**src/rtl/rr_mux_arbiter_if.sv**
```systemverilog
// ============================================================================
// Module  : rr_mux_arbiter_if
// Purpose : Requester/downstream bundle for the 8-way round-robin arbiter.
// Rev     : 1.0
// ============================================================================
`default_nettype none

interface rr_mux_arbiter_if #(
    parameter int DATA_W = 4
);
    logic [DATA_W-1:0] S0, S1, S2, S3, S4, S5, S6, S7;
    logic [7:0]        REQ;
    logic              READY;
    logic [DATA_W-1:0] SAIDA;
    logic [2:0]        ID;
    logic              VALID;
    logic [7:0]        ACK;

    // Arbiter side.
    modport slave (
        input  S0, S1, S2, S3, S4, S5, S6, S7, REQ, READY,
        output SAIDA, ID, VALID, ACK
    );

    // Requesters plus downstream consumer side.
    modport master (
        output S0, S1, S2, S3, S4, S5, S6, S7, REQ, READY,
        input  SAIDA, ID, VALID, ACK
    );
endinterface

`default_nettype wire

```
**src/rtl/rr_mux_arbiter.sv**
```systemverilog
// ============================================================================
// Module  : rr_mux_arbiter
// Purpose : Round-robin 8:1 selector with registered word/index and handshake.
// Rev     : 1.0
// ============================================================================
`default_nettype none

module rr_mux_arbiter #(
    parameter int DATA_W = 4
) (
    input  wire logic          clk,
    input  wire logic          rst_n,
    rr_mux_arbiter_if.slave    bus
);
    typedef enum logic [0:0] {
        IDLE = 1'b0,
        SEND = 1'b1
    } state_t;

    state_t            state_q;
    logic [2:0]        ptr_q;
    logic [2:0]        id_q;
    logic [DATA_W-1:0] saida_q;
    logic              valid_q;

    logic [DATA_W-1:0] w_s [8];
    logic [2:0]        w_win;
    logic              w_found;
    logic [2:0]        ptr_d;

    assign w_s[0] = bus.S0;
    assign w_s[1] = bus.S1;
    assign w_s[2] = bus.S2;
    assign w_s[3] = bus.S3;
    assign w_s[4] = bus.S4;
    assign w_s[5] = bus.S5;
    assign w_s[6] = bus.S6;
    assign w_s[7] = bus.S7;

    // First requester at or after the pointer, wrapping through 7 -> 0.
    always_comb begin
        w_found = 1'b0;
        w_win   = 3'd0;
        for (int k = 0; k < 8; k++) begin
            if (!w_found && bus.REQ[ptr_q + 3'(k)]) begin
                w_found = 1'b1;
                w_win   = ptr_q + 3'(k);
            end
        end
    end

    // Pointer moves just past the served index; 3-bit arithmetic wraps 7 to 0.
    assign ptr_d = id_q + 3'd1;

    always_ff @(posedge clk or negedge rst_n) begin
        if (!rst_n) begin
            state_q <= IDLE;
            ptr_q   <= 3'd0;
            id_q    <= 3'd0;
            saida_q <= '0;
            valid_q <= 1'b0;
        end else begin
            case (state_q)
                IDLE: begin
                    if (w_found) begin
                        saida_q <= w_s[w_win];
                        id_q    <= w_win;
                        valid_q <= 1'b1;
                        state_q <= SEND;
                    end
                end
                SEND: begin
                    if (bus.READY) begin
                        ptr_q   <= ptr_d;
                        valid_q <= 1'b0;
                        state_q <= IDLE;
                    end
                end
                default: begin
                    valid_q <= 1'b0;
                    state_q <= IDLE;
                end
            endcase
        end
    end

    assign bus.SAIDA = saida_q;
    assign bus.ID    = id_q;
    assign bus.VALID = valid_q;
    assign bus.ACK   = (valid_q && bus.READY) ? (8'b1 << id_q) : 8'b0;

endmodule

`default_nettype wire

```
**src/flat_wrapper.sv**
```systemverilog
// flat-port wrapper written by rule: the top's interface ports become plain ports
module rr_mux_arbiter_flat 
#(
    parameter int DATA_W = 4
)
  (clk, rst_n, bus_S0, bus_S1, bus_S2, bus_S3, bus_S4, bus_S5, bus_S6, bus_S7, bus_REQ, bus_READY, bus_SAIDA, bus_ID, bus_VALID, bus_ACK);
  rr_mux_arbiter_if #(.DATA_W(DATA_W)) bus_i ();
  input  wire logic clk;
  input  wire logic rst_n;
  input wire logic [$bits(bus_i.S0)-1:0] bus_S0;
  input wire logic [$bits(bus_i.S1)-1:0] bus_S1;
  input wire logic [$bits(bus_i.S2)-1:0] bus_S2;
  input wire logic [$bits(bus_i.S3)-1:0] bus_S3;
  input wire logic [$bits(bus_i.S4)-1:0] bus_S4;
  input wire logic [$bits(bus_i.S5)-1:0] bus_S5;
  input wire logic [$bits(bus_i.S6)-1:0] bus_S6;
  input wire logic [$bits(bus_i.S7)-1:0] bus_S7;
  input wire logic [$bits(bus_i.REQ)-1:0] bus_REQ;
  input wire logic [$bits(bus_i.READY)-1:0] bus_READY;
  output wire logic [$bits(bus_i.SAIDA)-1:0] bus_SAIDA;
  output wire logic [$bits(bus_i.ID)-1:0] bus_ID;
  output wire logic [$bits(bus_i.VALID)-1:0] bus_VALID;
  output wire logic [$bits(bus_i.ACK)-1:0] bus_ACK;
  assign bus_i.S0 = bus_S0;
  assign bus_i.S1 = bus_S1;
  assign bus_i.S2 = bus_S2;
  assign bus_i.S3 = bus_S3;
  assign bus_i.S4 = bus_S4;
  assign bus_i.S5 = bus_S5;
  assign bus_i.S6 = bus_S6;
  assign bus_i.S7 = bus_S7;
  assign bus_i.REQ = bus_REQ;
  assign bus_i.READY = bus_READY;
  assign bus_SAIDA = bus_i.SAIDA;
  assign bus_ID = bus_i.ID;
  assign bus_VALID = bus_i.VALID;
  assign bus_ACK = bus_i.ACK;
  rr_mux_arbiter #(.DATA_W(DATA_W)) u_core (.clk(clk), .rst_n(rst_n), .bus(bus_i));
endmodule
```
**config.mk**
```make
export PLATFORM = sky130hd
export DESIGN_NAME = rr_mux_arbiter_flat
export DESIGN_NICKNAME = d
export VERILOG_FILES = /design/src/rtl/rr_mux_arbiter_if.sv /design/src/rtl/rr_mux_arbiter.sv /design/src/flat_wrapper.sv
export SDC_FILE = /design/constraint.sdc
export NUM_CORES = 1
export LEC_CHECK = 0
export CAP_MARGIN = 15
export CORE_ASPECT_RATIO = 2
export CORE_MARGIN = 2
export CORE_UTILIZATION = 40
export DETAILED_ROUTE_END_ITERATION = 16
export DONT_BUFFER_PORTS = 1
export PLACE_DENSITY_LB_ADDON = 0.3
export SLEW_MARGIN = 0
export SYNTH_ARGS = -nofsm -noshare
export SYNTH_HDL_FRONTEND = slang
export SYNTH_SLANG_ARGS = --single-unit
```
**constraint.sdc**
```tcl
create_clock -name clk -period 11 [get_ports clk]
set_input_delay 1.1 -clock clk [delete_from_list [all_inputs] [get_ports clk]]
set_output_delay 1.1 -clock clk [all_outputs]
set_load 0.01 [all_outputs]
```
=== Word-level counts from Yosys, hierarchy flattened ===
Cells that the tools add are included.

* Add/subtract/negate cells: 8
* Magnitude comparators: 9
* Eq/ne operators: 2
* Shift-type cells: 1
* Muxes and demuxes: 42
* Bitwise gates (word level): 2
* Reductions and logical operators: 18

{| class="wikitable"
|+ Operator list
! operator !! count
|-
| 3-bit by 4-bit less-than comparator with 1-bit output (second input constant) || 8
|-
| 1-bit binary-select mux with 3-bit select || 8
|-
| 3-bit 2-to-1 mux || 8
|-
| 1-bit 2-to-1 mux || 20
|-
| 3-bit adder (second input constant) || 4
|-
| 4-bit binary-select mux with 3-bit select || 1
|-
| 1-bit logical AND || 8
|-
| 4-bit 2-to-1 mux || 2
|-
| 8-bit 2-to-1 mux || 1
|-
| 1-bit by 3-bit left shift with 8-bit output (first input constant) || 1
|-
| 1-bit logical NOT || 7
|-
| 3-bit by 1-bit adder with 3-bit output (second input constant) || 2
|-
| 3-bit by 2-bit adder with 3-bit output (second input constant) || 2
|-
| 2-bit AND reduction || 3
|-
| 4-bit greater-or-equal comparator (second input constant) || 1
|-
| 3-bit inverter with 4-bit output || 1
|-
| 1-bit case mux with 2 select lines || 2
|-
| 2-bit by 1-bit inequality test with 1-bit output (second input constant) || 1
|-
| 2-bit inequality test (second input constant) || 1
|-
| 1-bit inverter || 1
|}

* Flip-flop bits (word level): 12
* Input bits: 43
* Output and inout bits: 16
* Logic and storage cells: 87

=== Longest topological paths before layout ===
* Depth after elaboration: 28
* Depth in mapped cells: 16
* Gate-level depth less buffers: 11

=== Worst setup path after synthesis ===
OpenSTA, ideal clock, no wires.

* Path type: input -> register
* Start: input port bus_REQ[3]
* End: register u_core.saida_q[2], in the netlist u_core.bus.SAIDA[2]
* Library setup time: 118 ps
* Data arrival time: 3,573 ps
* Data required time: 10,882 ps
* Setup slack: 7,309 ps
* Stages on the path: 10
* Path buffers: 1
* Cells stage by stage: mux4_2 a211oi_1 a32oi_1 o31a_1 o32ai_4 buf_6 mux2i_1 mux2_4 o21ai_2 a21o_1

* Word-level cells in the longest chain between the ends: 28
* Elaborated cells on any way between the ends: 51
* Those cells by class: 35 x mux; 1 x bitwise; 15 x reduce/logical

{| class="wikitable"
|+ Ends and longest elaborated chain
! element !! line !! source
|-
| start, declared || flat_wrapper.sv:18 || <nowiki>input wire logic [$bits(bus_i.REQ)-1:0] bus_REQ;</nowiki>
|-
| 1-bit binary-select mux with 3-bit select || rr_mux_arbiter.sv:45 || <nowiki>if (!w_found && bus.REQ[ptr_q + 3'(k)]) begin</nowiki>
|-
| 1-bit 2-to-1 mux (implied by the code) || rr_mux_arbiter.sv:45 ||
|-
| 1-bit 2-to-1 mux || rr_mux_arbiter.sv:45 ||
|-
| 1-bit logical NOT || rr_mux_arbiter.sv:45 ||
|-
| 1-bit logical AND || rr_mux_arbiter.sv:45 ||
|-
| 1-bit 2-to-1 mux || rr_mux_arbiter.sv:45 ||
|-
| 1-bit logical NOT || rr_mux_arbiter.sv:45 ||
|-
| 1-bit logical AND || rr_mux_arbiter.sv:45 ||
|-
| [... 11 more ...] || - ||
|-
| 1-bit logical AND || rr_mux_arbiter.sv:45 ||
|-
| 1-bit 2-to-1 mux || rr_mux_arbiter.sv:45 ||
|-
| 1-bit logical NOT || rr_mux_arbiter.sv:45 ||
|-
| 1-bit logical AND || rr_mux_arbiter.sv:45 ||
|-
| 3-bit 2-to-1 mux || rr_mux_arbiter.sv:45 ||
|-
| 3-bit inverter with 4-bit output (implied by the code) || rr_mux_arbiter.sv:66 || <nowiki>saida_q <= w_s[w_win];</nowiki>
|-
| 4-bit binary-select mux with 3-bit select || rr_mux_arbiter.sv:66 ||
|-
| 4-bit 2-to-1 mux (implied by the code) (2 in series) || rr_mux_arbiter.sv:66 ||
|-
| end signal, assigned || rr_mux_arbiter.sv:66 ||
|-
| end, declared || rr_mux_arbiter.sv:23 || <nowiki>logic [DATA_W-1:0] saida_q;</nowiki>
|}

Several ways; a longest one is shown, not always the timed one. The select of a mux whose other input is x is not followed.
A chain may end at the register's enable or synchronous reset.

=== Worst setup path after layout ===
* Start: register u_core.ptr_q[1]
* End: register u_core.saida_q[0], in the netlist u_core.bus.SAIDA[0]

* Word-level cells in the longest chain between the ends: 28
* Elaborated cells on any way between the ends: 58
* Those cells by class: 7 x add/sub; 35 x mux; 1 x bitwise; 15 x reduce/logical

{| class="wikitable"
|+ Ends and longest elaborated chain
! element !! line !! source
|-
| start, declared || rr_mux_arbiter.sv:21 || <nowiki>logic [2:0] ptr_q;</nowiki>
|-
| start signal, assigned || rr_mux_arbiter.sv:74 || <nowiki>ptr_q <= ptr_d;</nowiki>
|-
| parallel branches: the longest is 28 deep, another holds 3-bit by 1-bit adder with 3-bit output || - ||
|}

Parallel ways; which one is timed is not known. The select of a mux whose other input is x is not followed.

==> flow_summary_export.csv <==
group,metric,value,unit
layout,multiInputGateArea,1386,sq um
layout,fin_cells,242,
floorplan,design.core.area,4339,sq um
global_route,track_usage,20.49,%
drt,vias,1593,
logic_synthesis,async_flop_share,100.0,%
setup_path,rrSetupSlack,6400,ps
logic_synthesis,ys_warn_count,0,
clock_network,cts_tree,"done",
setup_path,start_kind,"flip-flop",
floorplan,start_util,41.21,%
placement,place_congestion,1.065,
setup_path,critPathMaxFanout,17,
logic_synthesis,synth_area,1788,sq um
drt,routed_wl,5020,um
logic_synthesis,yosys_register_bits,12,
sta,fin_crit,4604,ps
drt,viasPerCell,6.583,
sta,final.period_utilization,41.86,%
logic_synthesis,yosysTopAreaCell,"dfrtp_1",
layout,diodes,0,
clock_network,cts_max_path_buffers,2,
sta,timing.fmax,0.2172,GHz
floorplan,die_h,98.55,um
logic_synthesis,synth-edff-count,0,
logic_synthesis,postSynthCellCount,194,
power_and_ir_drop,power,0.7044,mW
setup_path,worst_ep_required_time,11130,ps
sta,hold_viol,0,
layout,final_cell_mix,"nand2_1 (21), mux2i_1 (21), mux2_2 (12), a21oi_1 (12), dfrtp_1 (12)",
hold_path,min_from,"u_core.state_q$_DFF_PN0_",
logic_synthesis,synthFlopType,"dfrtp_1",
hold_path,worst_hold_path_type,"flip-flop to flip-flop",
placement,place_inst,239,
sta,whs,509.2,ps
setup_path,ff2ff_path_depth,11,
floorplan,die_x,51.28,um
layout,utilization,42.42,%
setup_path,critPathKind,"flip-flop to flip-flop",
global_route,grt_pass1_vias,1611,
sta,worstMarginPinSlew,825.0,ps
clock_network,cts_buffers,3,
power_and_ir_drop,ir_worst_vdd,0.2191,mV
drt,dr.first_iter.drc_count,48,
global_route,antenna_found_initial,0,
layout,drive_gt1_share,18.09,%
drt,detail_route.wl_per_cell,20.74,um
placement,dp_hpwl,4170,um
run,maxCapViolCount,0,
global_route,grt_pass1_wl,7935,um
placement,placed_cell_area,1799,sq um
logic_synthesis,syn_avg_cell_area,9.216,sq um
placement,dpl_worst_slack,6430,ps
logic_synthesis,synth_top_area_share,16.79,%
global_route,grt_max_degree,23,
floorplan,fp.dieArea,5053,sq um
setup_path,r2r_end,"u_core.bus.SAIDA[0]$_DFFE_PN0P_",
hold_path,holdPathEnd,"u_core.state_q$_DFF_PN0_",
clock_network,insertion_delay,240,ps
layout,post-route-cell-area,1841,sq um
status,run_status,"finished, final reports clean",
clock_network,post_cts_resized,0,
clock_network,cts.reportedPaths.clkPinSlew,50,ps
layout,regArea,300.3,sq um
clock_network,numClockSinks,12,
clock_network,root_buffer,"clkbuf_8",
sta,slew_viol_final,0,
power_and_ir_drop,cellPowerDensity,382.7,nW/um^2
sta,timing.final.ws_setup,6396,ps
sta,finalSetupTns,0,ps
logic_synthesis,synthDistinctLibCells,53,
clock_network,cts.htree.levels,1,
logic_synthesis,synth_area_leaders,"dfrtp_1 (17%), mux4_2 (13%), mux2i_1 (12%)",
logic_synthesis,yosysSeqAreaShare,16.79,%
setup_path,worstReg2RegStart,"u_core.ptr_q[1]$_DFFE_PN0P_",
sta,rsz0062_at_grt,"no",
floorplan,num_rows,34,
clock_network,holdBufCountCts,0,
drt,postRouteAntennaNets,0,
setup_path,arrival,4730,ps
clock_network,post-cts-setup-buffers,0,
power_and_ir_drop,p_leak,0.7704,nW
hold_path,holdPathStages,1,
layout,final_nets,241,
layout,area_growth,2.939,%
drt,drt_pass1_iterations,4,
global_route,grt_overflow,0,
sta,finClkSkew,1.391,ps
drt,drcViolationCount,0,
floorplan,pin_count,59,
sta,setup_viol,0,
logic_synthesis,synth_fp_nets,245,
sta,max_slew_margin,45.00,%
setup_path,end_kind,"flip-flop",
layout,final.fill_count,471,
placement,portBuffers,0,
==> critical path, stage by stage (launching register included) <==
cell	delay (ps)
dfrtp_1	600
clkinv_1	340
ha_1	780
mux4_2	490
mux2_2	350
nand3b_1	250
or2_2	340
o32ai_1	120
o22a_1	620
mux2i_1	290
a21oi_1	100
a21o_1	210
==> metal layers <==
| metal | track usage [%] | up-vias | share of wire (%) |
|---|---|---|---|
| met5 | 0 | - | 0 |
| met4 | 13.97 | 0 | 7.7 |
| met3 | 2.273 | 27 | 3.1 |
| met2 | 40.26 | 70 | 59 |
| met1 | 17.88 | 763 | 30 |
| li1 | - | 733 | - |
==> registers in the layout, indices dropped and copies added, names as in the netlist <==
signal,cells
u_core.bus.VALID,1
u_core.ptr_q,3
u_core.state_q,1
u_core.bus.SAIDA,4
u_core.bus.ID,3
==> cells in the mapped netlist (3+ instances only) <==
| cell | n |
|---|---|
| nor3_1 | 4 |
| inv_1 | 9 |
| buf_4 | 4 |
| mux2_2 | 12 |
| ha_1 | 8 |
| nand2_1 | 21 |
| mux4_2 | 10 |
| nor2b_1 | 3 |
| o21ai_0 | 9 |
| a21oi_1 | 12 |
| mux2i_1 | 21 |
| o211ai_1 | 3 |
| dfrtp_1 | 12 |
| buf_2 | 3 |
| nand2b_1 | 5 |
| a21o_1 | 4 |
| nor2_1 | 9 |
| o21ai_1 | 3 |
| or2_2 | 3 |
==> cell families (layout without fill, tap and decap cells) <==
group,count (synthesis),count (layout),synth area share (%)
simple gates,53,53,14.63
mux,46,46,34.85
flops,12,12,16.80
compound gates,53,53,21.48
xor+xnor,2,2,0.9799
buf+inv,20,14,5.667
fa+ha+maj,8,8,5.599
==> worst max-delay path by stage <==
stage | endpoint | slack (ps) | start
finish | u_core.bus.SAIDA[0]$_DFFE_PN0P_ | 6400 | u_core.ptr_q[1]$_DFFE_PN0P_
CTS | u_core.bus.SAIDA[0]$_DFFE_PN0P_ | 6410 | u_core.ptr_q[1]$_DFFE_PN0P_
floorplan | u_core.bus.SAIDA[2]$_DFFE_PN0P_ | 7310 | bus_REQ[3]
global route | u_core.bus.SAIDA[0]$_DFFE_PN0P_ | 5960 | u_core.ptr_q[1]$_DFFE_PN0P_
global placement | u_core.bus.SAIDA[3]$_DFFE_PN0P_ | 6530 | u_core.ptr_q[1]$_DFFE_PN0P_
detailed placement | u_core.bus.SAIDA[0]$_DFFE_PN0P_ | 6430 | u_core.ptr_q[1]$_DFFE_PN0P_
==> area by class of cell <==
class	instances	area share, %
tap	54	3.671
clock buffer	3	2.243
sequential	12	16.32
multi-input combinational	162	75.32
inverter	10	2.039
timing repair buffer	1	0.4079
==> power breakdown <==
group	total (mW)	switching [mW]	internal, mW
Sequential	0.103	0.0392	0.0638
Combinational	0.563	0.304	0.259
Clock	0.0386	0.0146	0.0240
Total	0.704	0.358	0.347
(Power assumes the default switching activity.)
